## src/rtl/instr_fetch.sv

```systemverilog
// Instruction fetch unit: single-outstanding memory fetcher feeding a DEPTH-entry prefetch queue.
// Optional build macro INSTR_FETCH_BYPASS_EN forwards an ack straight to the consumer when the queue is empty.
module instr_fetch #(
  parameter int unsigned DEPTH    = 4,
  parameter logic [31:0] RESET_PC = 32'h0000_0000
) (
  input  logic        clk,
  input  logic        reset,
  output logic        imem_req,
  output logic [31:0] imem_addr,
  input  logic        imem_ack,
  input  logic [31:0] imem_rdata,
  input  logic        pc_src,
  input  logic [31:0] pc_target,
  output logic        instr_valid,
  input  logic        instr_ready,
  output logic [31:0] instr,
  output logic [31:0] instr_pc,
  output logic [1:0]  op,
  output logic [3:0]  cond,
  output logic [5:0]  funct,
  output logic [3:0]  rd,
  output logic [3:0]  instr74
);

  localparam int unsigned PW = (DEPTH > 1) ? $clog2(DEPTH) : 1;
  localparam int unsigned CW = $clog2(DEPTH + 1);
  localparam logic [CW-1:0] FULL = CW'(DEPTH);

  typedef enum logic [1:0] {IDLE, WAIT, DROP} state_e;

  state_e        state_q;
  logic          req_q;
  logic [31:0]   fetch_pc_q;
  logic [31:0]   q_instr_q [DEPTH];
  logic [31:0]   q_pc_q    [DEPTH];
  logic [PW-1:0] rd_ptr_q, wr_ptr_q;
  logic [CW-1:0] count_q, count_d;

  logic ack_wait, queue_empty, bypass, pop, pop_q, push;

  assign ack_wait    = (state_q == WAIT) && imem_ack;
  assign queue_empty = (count_q == '0);

`ifdef INSTR_FETCH_BYPASS_EN
  assign bypass   = queue_empty && ack_wait && !pc_src;
  assign instr    = bypass ? imem_rdata : q_instr_q[rd_ptr_q];
  assign instr_pc = bypass ? fetch_pc_q : q_pc_q[rd_ptr_q];
`else
  assign bypass   = 1'b0;
  assign instr    = q_instr_q[rd_ptr_q];
  assign instr_pc = q_pc_q[rd_ptr_q];
`endif

  assign instr_valid = !queue_empty || bypass;
  assign pop         = instr_valid && instr_ready;
  // A forwarded word that the consumer takes right away never enters the queue.
  assign pop_q       = pop && !queue_empty && !pc_src;
  assign push        = ack_wait && !pc_src && !(bypass && instr_ready);
  assign count_d     = count_q + CW'(push) - CW'(pop_q);

  assign imem_req  = req_q;
  assign imem_addr = fetch_pc_q;

  assign op      = instr[27:26];
  assign cond    = instr[31:28];
  assign funct   = instr[25:20];
  assign rd      = instr[15:12];
  assign instr74 = instr[7:4];

  always_ff @(posedge clk or negedge reset) begin
    if (!reset) begin
      state_q    <= IDLE;
      req_q      <= 1'b0;
      fetch_pc_q <= RESET_PC;
      count_q    <= '0;
      rd_ptr_q   <= '0;
      wr_ptr_q   <= '0;
      // NOTE: the queue storage is reset so instr/instr_pc read zero out of reset; only valid for small DEPTH.
      for (int i = 0; i < int'(DEPTH); i++) begin
        q_instr_q[i] <= '0;
        q_pc_q[i]    <= '0;
      end
    end else begin
      if (pc_src) begin
        count_q    <= '0;
        rd_ptr_q   <= '0;
        wr_ptr_q   <= '0;
        fetch_pc_q <= pc_target & ~32'h3;
      end else begin
        count_q <= count_d;
        if (push) begin
          q_instr_q[wr_ptr_q] <= imem_rdata;
          q_pc_q[wr_ptr_q]    <= fetch_pc_q;
          wr_ptr_q            <= wr_ptr_q + PW'(1);
        end
        if (pop_q)    rd_ptr_q   <= rd_ptr_q + PW'(1);
        if (ack_wait) fetch_pc_q <= fetch_pc_q + 32'd4;
      end

      unique case (state_q)
        IDLE: begin
          if (!pc_src && (count_q < FULL)) begin
            state_q <= WAIT;
            req_q   <= 1'b1;
          end
        end
        WAIT: begin
          if (pc_src) begin
            state_q <= imem_ack ? IDLE : DROP;
            req_q   <= 1'b0;
          end else if (imem_ack && !(count_d < FULL)) begin
            state_q <= IDLE;
            req_q   <= 1'b0;
          end
        end
        // The stale response still has to drain; further redirects only move fetch_pc_q.
        DROP: begin
          if (imem_ack) state_q <= IDLE;
        end
        default: begin
          state_q <= IDLE;
          req_q   <= 1'b0;
        end
      endcase
    end
  end

endmodule
```

## config.mk

```make
export PLATFORM = sky130hd
export DESIGN_NAME = instr_fetch
export DESIGN_NICKNAME = d
export VERILOG_FILES = /design/src/rtl/instr_fetch.sv
export SDC_FILE = /design/constraint.sdc
export NUM_CORES = 1
export LEC_CHECK = 0
export ABC_CLOCK_PERIOD_IN_PS = 2800
export BUFFER_PORTS_ARGS = -buffer_cell sky130_fd_sc_hd__buf_4
export CAP_MARGIN = 40
export CORE_ASPECT_RATIO = 0.7
export CORE_UTILIZATION = 38
export CTS_BUF_LIST = sky130_fd_sc_hd__clkbuf_8 sky130_fd_sc_hd__clkbuf_16
export DETAILED_ROUTE_END_ITERATION = 8
export PLACE_DENSITY_LB_ADDON = 0.25
export SLEW_MARGIN = 20
export SYNTH_ARGS = -nofsm -noshare
export SYNTH_HDL_FRONTEND = slang
export SYNTH_SLANG_ARGS = --single-unit
```

## constraint.sdc

```tcl
create_clock -name clk -period 2.8 [get_ports clk]
set_input_delay 0.14 -clock clk [delete_from_list [all_inputs] [get_ports clk]]
set_output_delay 0.14 -clock clk [all_outputs]
set_load 0.01 [all_outputs]
```

==> flow_metrics.tcl <==
set metrics [dict create \
    run_status "complete, no violations" \
    required_ns 3.27 \
    crit_path_end_kind "register" \
    dr.pass1.iters 4 \
    fmax_mhz 364 \
    worst_slew_pin_slew_ns 0.695 \
    synthCells 895 \
    cts_htree_levels 1 \
    async_flop_share_pct 100 \
    pre_cts_slack_ns 0.0950 \
    routedWlPerCell_um 19.0 \
    core_mm2 0.0337 \
    final_nets 1197 \
    cts_tree "built" \
    p_leak_nw 7.92 \
    finalWirelength_um 30600 \
    final_util_pct 49.5 \
    hold_viol 0 \
    path_class "register to register" \
    critPathMaxStageDelay_ns 0.41 \
    synth_edf_count 0 \
    slew_violations 0 \
    avgViaCountPerCell 5.02 \
    cp_max_fo 2 \
    dieWidth_um 224 \
    yosys_register_bits 288 \
    initial_utilization_pct 38.9 \
    gp_congestion 0.777 \
    grt_pass1_wl_um 48200 \
    grt_max_degree 73 \
    finalSetupViolCount 0 \
    dr.first_iter.drc_count 357 \
    drive_gt1_share_pct 51.2 \
    grt.overflow.total 0 \
    yosys.cell_count.top_type "dfrtp_1" \
    post-route-period-util_pct 98.2 \
    die_y_um 157 \
    power_mw 15.3 \
    vdd_drop_max_mv 0.534 \
    arrival_ns 3.22 \
    synth.top_cell.area_share_pct 55.0 \
    hold_path_class "input port to asynchronous set/reset pin" \
    rsz0062_at_grt "yes" \
    fill_cells 2965 \
    die_area_mm2 0.0352 \
    cap_violations 0 \
    synthTopCellsByArea "dfrtp_1 (55%), mux2_2 (21%), mux4_2 (11%)" \
    port_buffers 180 \
    crit_chain "or3_4, nand2_4, nor2_1, ha_1, inv_1, ha_1, inv_2, fa_2, xor2_2, xnor2_2, nand2b_4, a21oi_1, o32ai_1" \
    syn_to_final_growth_pct 27.4 \
    multi_input_area_mm2 0.00546 \
    ant_nets 0 \
    rows 56 \
    synthTopCellsByCount "dfrtp_1 (288), mux2_2 (244), mux4_2 (62), nand2_1 (47), buf_2 (38)" \
    dpl.hpwl_um 19700 \
    clock_latency_ns 0.57 \
    drc 0 \
    critical_path.startpoint_type "register" \
    syn-cell-area_mm2 0.0131 \
    clkTransAtPathRegs_ns 0.06 \
    track_usage_pct 17.6 \
    synth-seq-area-share_pct 55.0 \
    ys_warn_count 0 \
    io_pins 187 \
    cts_made_buffers 30 \
    avgSynthCellArea_um2 14.6 \
    fin_skew_ns 0.0169 \
    antenna_found_initial 0 \
    synth_top_area_cell "dfrtp_1" \
    ys.flop_type "dfrtp_1" \
    grt_pass1_vias 8293 \
    synth.distinct_cells 40 \
    fin_setup_tns_ns 0 \
    crit_top_cell "ha_1" \
    seq_area_mm2 0.00721 \
    diodes 0 \
    setup_slack_ns 0.0509 \
    cts_root_buffer "clkbuf_16" \
    fin_crit_ns 2.75 \
    cts_sinks 288 \
    clockBufferDepth 3 \
    power_density_mw_per_mm2 914 \
    slowest_stage "or3_4" \
    max_slew_margin_pct 53.3 \
    vias 8074 \
]
worst max-delay path, delay by kind of cell (launching register included):
kind	cells	cell delay, ns
buf+inv	2	0.10
fa+ha+maj	3	0.76
simple gates	4	0.69
xor+xnor	2	0.37
compound gates	2	0.34
flops	1	0.39
cell families (layout without fill, tap and decap cells):
| family | count (synthesis) | in the layout | synth area share (%) |
|---|---|---|---|
| simple gates | 119 | 119 | 4.53 |
| xor+xnor | 32 | 32 | 2.14 |
| fa+ha+maj | 8 | 8 | 0.821 |
| other cells | 1 | 4 | 0.0286 |
| mux | 309 | 309 | 31.9 |
| buf+inv | 96 | 342 | 3.92 |
| compound gates | 42 | 42 | 1.69 |
| flops | 288 | 288 | 55.0 |
routing by layer:
layer  global-route usage, %  vias to the layer above  wire [µm]  part of all wire [%]
li1                        -                     3670          -                     -
met4                    3.72                        0        575                   1.9
met1                    25.6                     4223      14900                    49
met3                    3.79                       38       1350                   4.4
met5                       0                        -          0                     0
met2                    27.0                      143      13800                    45
path summary, 6_finish.rpt:
check                            start  slack (ns)             to  cells after the start
max in group asynchronous        reset        1.97    rd_ptr_q[0]                      3
min                              reset         0.1  q_instr_q[90]                      2
max reg2reg                 count_q[1]        0.05       imem_req                     13
min reg2reg                q_pc_q[123]        0.48    q_pc_q[123]                      2
max                         count_q[1]        0.05       imem_req                     13
min in group clk                pc_src        0.14  imem_addr[29]                      5
placed cells by master (no fill, tap or decap), types with 3 or more instances in the layout:
| master | count |
|---|---|
| xor2_1 | 24 |
| clkbuf_8 | 10 |
| nand2_4 | 5 |
| nand4_1 | 14 |
| nor2_1 | 19 |
| dfrtp_1 | 286 |
| nand3_1 | 14 |
| clkbuf_16 | 30 |
| conb_1 | 4 |
| inv_1 | 14 |
| xnor2_1 | 6 |
| nor3_1 | 4 |
| ha_1 | 7 |
| and3_1 | 5 |
| a21oi_1 | 4 |
| clkinv_2 | 4 |
| mux2_2 | 244 |
| mux4_2 | 62 |
| mux2i_1 | 3 |
| buf_12 | 10 |
| dlygate4sd3_1 | 65 |
| buf_4 | 200 |
| o21ai_0 | 34 |
| nand2_1 | 42 |
stage by stage:
step	hold WS (ns)	cell area, µm²	cells
after detailed placement	0.0854	14900	1484
after floorplan	-0.156	13100	898
after global routing	0.104	16700	1608
after global placement	0.0866	14900	1484
after CTS	0.0722	16600	1605
final	0.0987	16700	1608
sequential cells by signal (all words and copies together), names as in the netlist:
register	flops
rd_ptr_q	2
imem_req	1
q_instr_q	128
count_q	3
q_pc_q	120
imem_addr	30
state_q	2
wr_ptr_q	2
where the power goes:
part	switching, mW	total [mW]	internal [mW]
clock	1.67	4.08	2.40
sequential	0.709	5.94	5.23
combinational	2.08	5.24	3.16
timing repair:
item	CTS	global route
setup endpoints to repair	0	2
setup buffers	0	3
hold buffers	65	0
endpoints found under the hold margin	450	0
gates resized for setup	0	9
area by class of cell:
type | instances | area share [%]
Clock buffer | 40 | 5.32
Clock inverter | 16 | 0.854
Inverter | 10 | 0.225
Multi-Input combinational cell | 514 | 32.7
Sequential cell | 288 | 43.2
Tap cell | 464 | 3.48
Timing Repair Buffer | 276 | 14.2
Note: power is estimated with default switching activity, not from simulation.
